==> config.mk <==
export PLATFORM = sky130hd
export DESIGN_NAME = frame_capture_ctrl
export DESIGN_NICKNAME = d
export VERILOG_FILES = /design/src/rtl/frame_capture_ctrl.sv
export SDC_FILE = /design/constraint.sdc
export NUM_CORES = 1
export LEC_CHECK = 0
export BUFFER_PORTS_ARGS = -buffer_cell sky130_fd_sc_hd__buf_2
export CORE_MARGIN = 4
export CORE_UTILIZATION = 40
export DETAILED_ROUTE_END_ITERATION = 8
export PLACE_DENSITY = 0.73
export SLEW_MARGIN = 20
export SYNTH_ARGS = -nofsm -noshare
export SYNTH_HDL_FRONTEND = slang
export SYNTH_SLANG_ARGS = --single-unit
==> constraint.sdc <==
create_clock -name pclk -period 1.71 [get_ports pclk]
set_input_delay 0.171 -clock pclk [delete_from_list [all_inputs] [get_ports pclk]]
set_output_delay 0.171 -clock pclk [all_outputs]
set_load 0.05 [all_outputs]
==> src/rtl/frame_capture_ctrl.sv <==
// frame_capture_ctrl: sequences capture of one camera frame, or a stream of
// frames, into the pixel packer. It tracks line and pixel counts and flags
// frames whose size is wrong.
// Optional build macro CAPTURE_TIMEOUT_EN adds a watchdog that aborts a stalled
// capture after TIMEOUT pclk cycles. Without it, timeout is tied low.
//
// state   | meaning
// --------+----------------------------------------------------------
// IDLE    | waiting for start
// ARM     | waiting for the vsync frame gap so a partial frame is never taken
// SYNC    | in the frame gap, waiting for the vsync falling edge
// CAPTURE | frame active, pixel packer enabled, counting lines and pixels
// DONE    | one cycle: frame_done pulse, size check, frame counter update

module frame_capture_ctrl #(
   parameter int AW      = 15,
   parameter int H_PIX   = 160,
   parameter int V_LINES = 120,
   parameter int TIMEOUT = 2000000
) (
   input  logic          pclk,
   input  logic          rst,
   input  logic          start,
   input  logic          stop,
   input  logic          cont,
   input  logic          vsync,
   input  logic          href,
   input  logic          px_wr,
   output logic          cap_en,
   output logic          busy,
   output logic          frame_done,
   output logic          frame_err,
   output logic          timeout,
   output logic [7:0]    line_cnt,
   output logic [AW-1:0] px_cnt,
   output logic [7:0]    frame_cnt
);

   localparam logic [AW-1:0] PX_FULL   = AW'(H_PIX * V_LINES);
   localparam logic [7:0]    LINES_EXP = 8'(V_LINES);

   typedef enum logic [2:0] {IDLE, ARM, SYNC, CAPTURE, DONE} state_t;

   state_t state, state_next;
   logic   vsync_q, href_q, cont_q;
   logic   vsync_fall, vsync_rise, href_fall;
   logic   start_ok, done_ok, wd_tc;

   assign vsync_fall = vsync_q & ~vsync;
   assign vsync_rise = ~vsync_q & vsync;
   assign href_fall  = href_q & ~href;
   assign start_ok   = (state == IDLE) && start && !stop;
   assign done_ok    = (state == DONE) && !stop;
   assign busy       = (state != IDLE);
   assign frame_done = done_ok;

`ifdef CAPTURE_TIMEOUT_EN
   localparam int WDW = $clog2(TIMEOUT + 1);
   localparam logic [WDW-1:0] WD_LOAD = WDW'(TIMEOUT - 1);

   logic [WDW-1:0] wd_cnt;
   logic           wd_run, timeout_q;

   assign wd_run  = (state == ARM) || (state == SYNC) || (state == CAPTURE);
   assign wd_tc   = wd_run && (wd_cnt == '0);
   assign timeout = timeout_q;

   // watchdog down-counter, reloaded on every state change and outside watched states
   always_ff @(posedge pclk or posedge rst) begin
      if (rst) begin
         wd_cnt <= WD_LOAD;
      end else if (!wd_run || (state_next != state)) begin
         wd_cnt <= WD_LOAD;
      end else if (wd_cnt != '0) begin
         wd_cnt <= wd_cnt - 1'b1;
      end
   end

   // sticky timeout flag, cleared by a new start; stop wins over the watchdog
   always_ff @(posedge pclk or posedge rst) begin
      if (rst) begin
         timeout_q <= 1'b0;
      end else if (start_ok) begin
         timeout_q <= 1'b0;
      end else if (wd_tc && !stop) begin
         timeout_q <= 1'b1;
      end
   end
`else
   assign wd_tc   = 1'b0;
   assign timeout = 1'b0;
`endif

   // state register plus the registered sync inputs used for edge detection
   always_ff @(posedge pclk or posedge rst) begin
      if (rst) begin
         state   <= IDLE;
         vsync_q <= 1'b1;
         href_q  <= 1'b0;
      end else begin
         state   <= state_next;
         vsync_q <= vsync;
         href_q  <= href;
      end
   end

   // next-state logic; stop overrides everything, then the watchdog
   always_comb begin
      state_next = state;
      case (state)
         IDLE:    if (start_ok) state_next = ARM;
         ARM:     if (vsync) state_next = SYNC;
         SYNC:    if (vsync_fall) state_next = CAPTURE;
         CAPTURE: if (vsync_rise) state_next = DONE;
         DONE:    state_next = cont_q ? SYNC : IDLE;
         default: state_next = IDLE;
      endcase
      if ((state != IDLE) && stop) begin
         state_next = IDLE;
      end else if (wd_tc) begin
         state_next = IDLE;
      end
   end

   // packer gate: rises one cycle after entering CAPTURE, falls with any exit
   always_ff @(posedge pclk or posedge rst) begin
      if (rst) begin
         cap_en <= 1'b0;
      end else begin
         cap_en <= (state == CAPTURE) && (state_next == CAPTURE);
      end
   end

   // line/pixel/frame counters and the sticky size-error flag
   always_ff @(posedge pclk or posedge rst) begin
      if (rst) begin
         cont_q    <= 1'b0;
         px_cnt    <= '0;
         line_cnt  <= '0;
         frame_cnt <= '0;
         frame_err <= 1'b0;
      end else if (start_ok) begin
         cont_q    <= cont;
         px_cnt    <= '0;
         line_cnt  <= '0;
         frame_err <= 1'b0;
      end else if ((state == SYNC) && (state_next == CAPTURE)) begin
         px_cnt   <= '0;
         line_cnt <= '0;
      end else if (state == CAPTURE) begin
         if (px_wr) begin
            if (px_cnt == PX_FULL) begin
               frame_err <= 1'b1;
            end else begin
               px_cnt <= px_cnt + 1'b1;
            end
         end
         if (href_fall && (line_cnt != 8'hFF)) begin
            line_cnt <= line_cnt + 8'd1;
         end
      end else if (done_ok) begin
         frame_cnt <= frame_cnt + 8'd1;
         if ((line_cnt != LINES_EXP) || (px_cnt != PX_FULL)) begin
            frame_err <= 1'b1;
         end
      end
   end

endmodule

# ---- After elaboration in Yosys (flattened, before gate mapping)
# Index checks and enable logic that the tools add are counted.
dict set report classes {
  shift 0
  div_mod_pow 0
  eq_ne 13
  reduce_logical 20
  bitwise_logic 9
  n_addsub 3
  order_cmp 0
  multipliers 0
  mux 23
}
# operator n
set op_table {}
lappend op_table {{15-bit 2-to-1 mux} 5}
lappend op_table {{8-bit 2-to-1 mux} 4}
lappend op_table {{3-bit nonzero test} 6}
lappend op_table {{8-bit by 1-bit adder with 8-bit output (second input constant)} 2}
lappend op_table {{15-bit by 1-bit adder with 15-bit output (second input constant)} 1}
lappend op_table {{15-bit equality test (second input constant)} 1}
lappend op_table {{3-bit 2-to-1 mux} 5}
lappend op_table {{15-bit inequality test (second input constant)} 1}
lappend op_table {{3-bit case mux with 5 select lines} 1}
lappend op_table {{3-bit by 2-bit equality test with 1-bit output (second input constant)} 3}
lappend op_table {{8-bit by 7-bit inequality test with 1-bit output (second input constant)} 1}
lappend op_table {{8-bit inequality test (second input constant)} 1}
lappend op_table {{1-bit logical AND} 7}
lappend op_table {{1-bit 2-to-1 mux} 7}
lappend op_table {{3-bit inequality test (second input constant)} 2}
lappend op_table {{1-bit NOT} 6}
lappend op_table {{5-bit AND reduction} 1}
lappend op_table {{4-bit AND reduction} 1}
lappend op_table {{1-bit bitwise AND} 3}
lappend op_table {{3-bit by 1-bit equality test with 1-bit output (second input constant)} 1}
lappend op_table {{3-bit equality test (second input constant)} 1}
lappend op_table {{3-bit logical NOT} 1}
lappend op_table {{3-bit by 2-bit inequality test with 1-bit output (second input constant)} 1}
lappend op_table {{3-bit AND reduction} 1}
lappend op_table {{other kinds (5)} 5}
dict set report totals {
  ramBits 0
  n_memories 0
  elab_cells 77
  output_inout_bits 36
  mem_bits_ro 0
  ff_bits 39
  latch_bits 0
}

# ---- Logic depth before layout (Yosys ltp)
# Gate-level depths: netlist of run 1.
dict set report logic_depth {
  depth_word 10
  depth_mapped 6
}

# ---- Least setup slack after synthesis of run 1
# No wires, ideal clock.
dict set report synth_timing {
  path_type {reg2reg}
  start {register line_cnt[1]}
  end {register line_cnt[6]}
  path_slack_ns -0.471
  t_required_ns 1.633
  path_stages_with_launch 6
  synth_period_minus_slack_ns 2.181
  n_path_buf 0
  arrival_time_ns 2.104
  setup_time_ns 0.077
  path_cell_list {dfrtp_1 ha_1 inv_1 or4_4 or4_1 a21oi_1}
}
dict set report synth_via {
  elab_chain_cells 5
  word_cells_on_any_way 9
  classes_between {1 x add/sub; 1 x eq/ne; 4 x mux; 3 x reduce/logical}
}
# item line_no
set synth_rtl {}
lappend synth_rtl {{from (decl)} 34} ;# output logic [7:0] line_cnt,
lappend synth_rtl {{from (signal assigned)} 159} ;# line_cnt <= line_cnt + 8'd1;
lappend synth_rtl {{8-bit by 1-bit adder with 8-bit output} 159}
lappend synth_rtl {{8-bit 2-to-1 mux} 158} ;# if (href_fall && (line_cnt != 8'hFF)) begin
lappend synth_rtl {{8-bit 2-to-1 mux} 150} ;# end else if (state == CAPTURE) begin
lappend synth_rtl {{8-bit 2-to-1 mux} 147} ;# end else if ((state == SYNC) && (state_next == CAPTURE)) begin
lappend synth_rtl {{8-bit 2-to-1 mux} 142} ;# end else if (start_ok) begin
# Several ways; a longest one is shown, not always the timed one. The select of a mux whose other input is x is not followed.
# A chain may end at the register's enable or synchronous reset.

# ---- Worst setup path after layout of run 1
dict set report layout_timing {
  start {register state[2]}
  end {register line_cnt[6]}
}
dict set report layout_via {
  elab_chain_cells 10
  word_cells_on_any_way 22
  classes_between {5 x eq/ne; 8 x mux; 9 x reduce/logical}
}
# item line_no
set layout_rtl {}
lappend layout_rtl {{from (decl)} 44} ;# state_t state, state_next;
lappend layout_rtl {{from (signal assigned)} 101} ;# state <= state_next;
lappend layout_rtl {{3-bit logical NOT} {52, 110}}
lappend layout_rtl {{1-bit logical AND (2 in a row)} 52} ;# assign start_ok = (state == IDLE) && start && !stop;
lappend layout_rtl {{3-bit 2-to-1 mux} 111} ;# IDLE: if (start_ok) state_next = ARM;
lappend layout_rtl {{3-bit case mux with 5 select lines} 110} ;# case (state)
lappend layout_rtl {{3-bit 2-to-1 mux} 118} ;# if ((state != IDLE) && stop) begin
lappend layout_rtl {{3-bit by 2-bit equality test with 1-bit output} 147}
lappend layout_rtl {{1-bit logical AND} 147}
lappend layout_rtl {{3-bit nonzero test (no source line) or 8-bit 2-to-1 mux (tied branches)} n/a}
lappend layout_rtl {{2-bit AND reduction (no source line) or 8-bit 2-to-1 mux (tied branches)} n/a}
# Several ways; a longest one is shown, not always the timed one.

==> results of run 1 <==
## worst register-to-register path, stage by stage, from the launching register on
cell     delay, ns
dfrtp_1       0.43
or4_4         0.55
or4_4         0.50
a21oi_2       0.12
## per-layer routing
metal  wire, um  part of all wire [%]
met1       2260                    45
met2       2380                    48
met3        254                   5.1
met4         89                   1.8
met5          0                     0
## per-stage QoR
stage | setup slack (ns) | cell area, um2 | instances
finish | 0.0349 | 2720 | 343
detailed placement | -0.0748 | 2540 | 331
global route | -0.00734 | 2720 | 343
CTS | 0.0106 | 2670 | 340
global placement | 0.0130 | 2540 | 331
floorplan | -0.271 | 2130 | 208
## cell usage in the layout (no fill, tap or decap), types with 3 or more instances in the layout
| cell type | n |
|---|---|
| a21oi_1 | 13 |
| and3_1 | 3 |
| buf_2 | 40 |
| buf_4 | 22 |
| buf_6 | 3 |
| clkbuf_8 | 5 |
| dfrtp_1 | 27 |
| dfrtp_2 | 11 |
| ha_1 | 3 |
| inv_1 | 7 |
| nand2_1 | 18 |
| nand3_1 | 15 |
| nand4_1 | 7 |
| nor2_1 | 9 |
| nor3_1 | 4 |
| o21ai_0 | 8 |
| o31ai_1 | 8 |
| or3_1 | 4 |
| or4_1 | 5 |
| xnor2_1 | 6 |
| xor2_1 | 6 |
## power by group
part | total (mW) | switching [mW] | internal [mW]
combinational | 0.204 | 0.127 | 0.0768
sequential | 0.957 | 0.0162 | 0.941
clock | 0.596 | 0.310 | 0.286
## layout make-up
class	instances	area, um2
clock buffers	7	76.3
clock inverters	1	5.00
fillers	457	2160
inverters	8	30.0
multi-input cells	153	1090
flip-flops and latches	39	991
well taps	67	83.8
repair buffers	68	444
## sequential cells by signal, indices dropped and copies added (netlist names), 3 cells and up
register   cells
px_cnt        15
frame_cnt      8
line_cnt       8
state          3
## cells by family after synthesis
| group | share of synthesized area, % |
|---|---|
| and+or+nand+nor | 26.9 |
| xor gates and xnor gates | 5.05 |
| AOI/OAI and AO/OA | 11.6 |
| muxes | 2.04 |
| adders and majority gates | 3.00 |
| DFF | 46.9 |
| other | 0.180 |
| buffers and inverters | 4.27 |
## final timing paths
| path | slack [ns] | to | cells after the start | startpoint |
|---|---|---|---|---|
| max in group asynchronous | 1.36 | px_cnt[3] | 3 | rst |
| worst max register to register | 0.03 | line_cnt[6] | 3 | state[2] |
| worst max-delay path | 0.03 | line_cnt[6] | 3 | state[2] |
| worst min register to register | 0.47 | frame_cnt[7] | 1 | frame_cnt[7] |
| min in group pclk | 0.02 | vsync_q | 1 | vsync |
| worst min-delay path | -0.02 | px_cnt[13] | 3 | rst |
## what timing repair did
item                                   CTS  global route
pin swaps                                2             3
setup buffers                            0             3
endpoints found under the hold margin    1             0
setup endpoints to repair                6            12
hold buffers                             1             0
cloned                                   0             0
resized for setup                        9            10
==> impl_results.md, run 1 <==
* CP bufs+invs at 0
* Critical path class: register to register
* Reg clk slew, reported paths at 0.07 ns
* CP required at 1.94 ns
* Area leader, netlist: dfrtp_1
* Met2 Resource Use GR at 27.6%
* GPL Wtd Cong at 0.863
* Die ar. at 6420 um2
* Total Power at 1.76 mW
* #FFs+latches synth at 39
* IR drop worst, VDD at 413 uV
* Ys flop type: dfrtp_1
* Setup TNS at 0 ns
* Fin Hold WS at -0.0189 ns
* Failing checks: negative hold slack
* DR WL/cell at 14.5 um
* Worst Max-Slew Pin Slew at 0.517 ns
* Die Y at 80.1 um
* Clock buffer depth at 2
* CP arrival at 1.90 ns
* Max_slew headroom at 65.4%
* Leakage at 1.24 nW
* Critical path's slowest cell: or4_4
* Congestion Overflow GR at 0
* Total CTS buffers at 5
* Num Clock Sinks at 39
* Netlist Area Pre-Place at 2080 um2
* M3 GR Usage at 4.82%
* Fin crit period at 1.68 ns
* CP max FO at 6
* # DRC at 0
* Mapped Avg Cell Area at 10.0 um2
* DR vias at 1791
* Synth-to-Final Area Change at 30.8%
* Sequential area share after synthesis at 46.9%
* Clock latency on the worst-skew pair at 0.29 ns
* F_max at 597 MHz
* Setup-failing EPs final at 0
* Mapped Cells at 208
* Number of I/O pins at 44
* Max cap viols at 0
* DP HPWL at 3.62 mm
* Final Hold Fails at 29
* Status: finished with violations
* Unique masters post-synth at 48
* Worst clock skew at 0.00595 ns
* Gr busiest metal: met2
* CTS Root Cell: clkbuf_8
* Async SR Flop Fraction at 100%
* DRT Wirelength at 4.98 mm
* Layout cells sized above 1 at 38.8%
* Max-slew violations at 0
* Critical Path End Type: register
* Util after Layout at 55.8%
* Fin nets at 288
* GRT Util Overall at 16.8%
* Met1 Resource Use GR at 20.6%
* H-tree depth at 2
* Final ANT Viol Nets at 0
* Die width at 80.1 um
* Post-synth EDFFs at 0
* CP max stage delay at 0.55 ns
* Synth top area cells: dfrtp_1, nand3_1, a21oi_1, nand2_1, ha_1
* Iter 0 DRT Violations at 74
* Core ar. at 4880 um2
* Syn_nets at 221
* Initial antenna violation count at 0
* Initial Util at 42.7%
* Largest delay share family, worst path: simple AND/OR/NAND/NOR gates
* Final Cycle Share at 98.0%
* Yosys top cell area share at 45.7%
* 1st-pass router iterations at 4
* Std cell rows at 25
* Number of global-route vias before repair at 1808
* First-pass GRT wire length at 8.33 mm
* CTS tree: built
* Post-synth top cells: dfrtp_1, nand2_1, nand3_1, a21oi_1
* Most frequent CP cell: or4_4
* I/O Buffers at 42
* Drt via density at 5.22
* Most numerous cell in the Yosys netlist: dfrtp_1
* Worst hold-check path type: input port to asynchronous set/reset pin
* Pin count of the biggest net entering global routing at 40
* Yosys warning total at 0
* Startpoint types: register
* ANT cells at 0
* Pwr Density at 645 nW/um2
* Critical path cell sequence: or4_4, or4_4, a21oi_2
No activity file was read; power rests on OpenSTA's default activity.
==> run 2, diff against run 1 <==
REMOVE_ABC_BUFFERS = 1   (was default)
==> impl_results.md, run 2 (synthesized netlist as in run 1, its figures left out) <==
* Status: finished with violations (unchanged)
* Failing checks: negative setup slack (was negative hold slack)
* CP bufs+invs at 1 (was 0)
* ANT cells at 0 (unchanged)
* Std cell rows at 25 (unchanged)
* Setup-failing EPs final at 1 (was 0)
* # DRC at 0 (unchanged)
* Layout fillers at 449 (was 457)
* Placed Area at 2480 um2 (was 2540 um2)
* Most frequent CP cell: or4_4 (unchanged)
* CP max FO at 4 (was 6)
* DR vias at 1882 (was 1791)
* Final Cycle Share at 100% (was 98.0%)
* Die width at 80.1 um (unchanged)
* H-tree depth at 2 (unchanged)
* CP required at 1.94 ns (about the same)
* Final worst slack at -0.00220 ns (was 0.0349 ns)
* Core ar. at 4880 um2 (unchanged)
* Clock buffer depth at 2 (unchanged)
* DR WL/cell at 15.1 um (was 14.5 um)
* Initial Util at 42.7% (unchanged)
* Worst hold-check path type: input port to register (was input port to asynchronous set/reset pin)
* IR drop worst, VDD at 567 uV (was 413 uV)
* Max reg flops at 15 (unchanged)
* Largest delay share family, worst path: simple AND/OR/NAND/NOR gates (unchanged)
* Iter 0 DRT Violations at 107 (was 74)
* Layout cells sized above 1 at 38.4% (was 38.8%)
* Max cap viols at 0 (unchanged)
* CTS tree: built (unchanged)
* Met1 Resource Use GR at 22.1% (was 20.6%)
* Critical path cell sequence: ha_2, inv_2, or4_4, or4_4, a21oi_2 (was or4_4, or4_4, a21oi_2)
* Critical path's slowest cell: or4_4 (unchanged)
* CP arrival at 1.94 ns (was 1.90 ns)
* CTS Root Cell: clkbuf_8 (unchanged)
* Most common cell after layout, fill and taps aside: buf_2 (unchanged)
* Startpoint types: register (unchanged)
* Cells after DPL at 329 (was 331)
* Fin Hold WS at 0.111 ns (was -0.0189 ns)
* Max-slew violations at 0 (unchanged)
* Post-place setup slack at -0.129 ns (was -0.0748 ns)
* GPL Wtd Cong at 0.839 (was 0.863)
* Gr busiest metal: met2 (unchanged)
* Unrepaired setup endpoints after global routing: yes
* Drt via density at 5.41 (was 5.22)
* Commonest non-fill, non-tap cells in the layout: buf_2, dfrtp_1, buf_4 (unchanged)
* Clock latency on the worst-skew pair at 0.30 ns (was 0.29 ns)
* Fin nets at 293 (was 288)
* Die Y at 80.1 um (unchanged)
* M3 GR Usage at 4.48% (was 4.82%)
* Leakage at 1.30 nW (was 1.24 nW)
* Die ar. at 6420 um2 (unchanged)
* Number of I/O pins at 44 (unchanged)
* Critical path class: register to register (unchanged)
* Pin count of the biggest net entering global routing at 40 (unchanged)
* Pwr Density at 699 nW/um2 (was 645 nW/um2)
* Largest regs: px_cnt (15), frame_cnt (8), line_cnt (8) (unchanged)
* Synth-to-Final Area Change at 33.7% (was 30.8%)
* Finished Cell Area at 2780 um2 (was 2720 um2)
* Critical Path End Type: register (unchanged)
* Worst clock skew at 0.00922 ns (was 0.00595 ns)
* First-pass GRT wire length at 8.84 mm (was 8.33 mm)
* Most flops, register: px_cnt (unchanged)
* Finished Layout Cells at 348 (was 343)
* Met2 Resource Use GR at 29.5% (was 27.6%)
* Reg clk slew, reported paths at 0.08 ns (was 0.07 ns)
* 1st-pass router iterations at 4 (unchanged)
* DP HPWL at 3.62 mm (about the same)
* Total CTS buffers at 5 (unchanged)
* Fin crit period at 1.71 ns (was 1.68 ns)
* I/O Buffers at 42 (unchanged)
* Congestion Overflow GR at 0 (unchanged)
* Initial antenna violation count at 0 (unchanged)
* GRT Util Overall at 17.5% (was 16.8%)
* Final Hold Fails at 0 (was 29)
* Final ANT Viol Nets at 0 (unchanged)
* Number of global-route vias before repair at 1884 (was 1808)
* DRT Wirelength at 5.25 mm (was 4.98 mm)
* CP max stage delay at 0.49 ns (was 0.55 ns)
* Num Clock Sinks at 39 (unchanged)
* F_max at 584 MHz (was 597 MHz)
-- run 2: changes by cell type in the layout (fill, tap and decap cells not counted), sizes merged --
cell         previous run  this run
bufinv                  0         1
clkbuf                  7         5
buf                    67        70
clkinv                  1         2
dlygate4sd3             1         3
-- run 2: what timing repair did --
| action | in CTS | in global routing |
|---|---|---|
| endpoints found under the setup margin | 9 | 14 |
| resized for setup | 13 | 17 |
| setup buffers | 5 | 3 |
| cloned | 0 | 0 |
| hold buffers | 3 | 0 |
| pin swaps | 3 | 7 |
| hold endpoints to repair | 33 | 0 |
-- run 2: cell type report --
cell class                      instances  area, um2  area share [%]
Tap cell                               67       83.8            3.01
Sequential cell                        39        981            35.2
Inverter                                8       30.0            1.08
Clock inverter                          3       43.8            1.57
Multi-Input combinational cell        153       1090            39.0
Timing Repair Buffer                   73        490            17.6
Clock buffer                            5       68.8            2.47
-- run 2: power by group --
group / internal, mW / switching (mW) / total (mW)
combinational: 0.0785 / 0.127 / 0.206
clock: 0.435 / 0.348 / 0.783
sequential: 0.940 / 0.0161 / 0.956
total: 1.45 / 0.491 / 1.94
-- run 2: final timing paths --
check / from / end / slack [ns] / cells after the start
setup / recovery: line_cnt[0] / line_cnt[6] / -0.002 / 5
hold / removal: cont / cont_q / 0.11 / 2
setup reg to reg: line_cnt[0] / line_cnt[6] / -0.002 / 5
hold reg to reg: frame_cnt[7] / frame_cnt[7] / 0.48 / 1
max in group asynchronous: rst / px_cnt[5] / 0.81 / 4
min in group asynchronous: rst / frame_cnt[4] / 0.52 / 4
-- run 2: metal layers --
layer | vias to the layer above | part of all wire, %
met5 | - | 0
met4 | 0 | 1.3
met3 | 11 | 5.6
met2 | 57 | 51
met1 | 912 | 42
li1 | 902 | -
-- run 2: per-stage QoR --
stage | util (%) | power [mW] | TNS [ns]
final | 57.1 | 1.94 | -0.00220
after global routing | 57.1 | 2.02 | -0.192
after CTS | 55.5 | 1.96 | -0.00254
after detailed placement | 50.8 | 1.16 | -0.349
after global placement | 50.8 | 1.15 | -0.0400
after floorplan | - | 1.09 | -3.81
-- run 2: worst register-to-register path, cell delays in order, from the launching register on --
cell and delay (ns):
dfrtp_1 0.36, ha_2 0.20, inv_2 0.04, or4_4 0.43, or4_4 0.49, a21oi_2 0.13
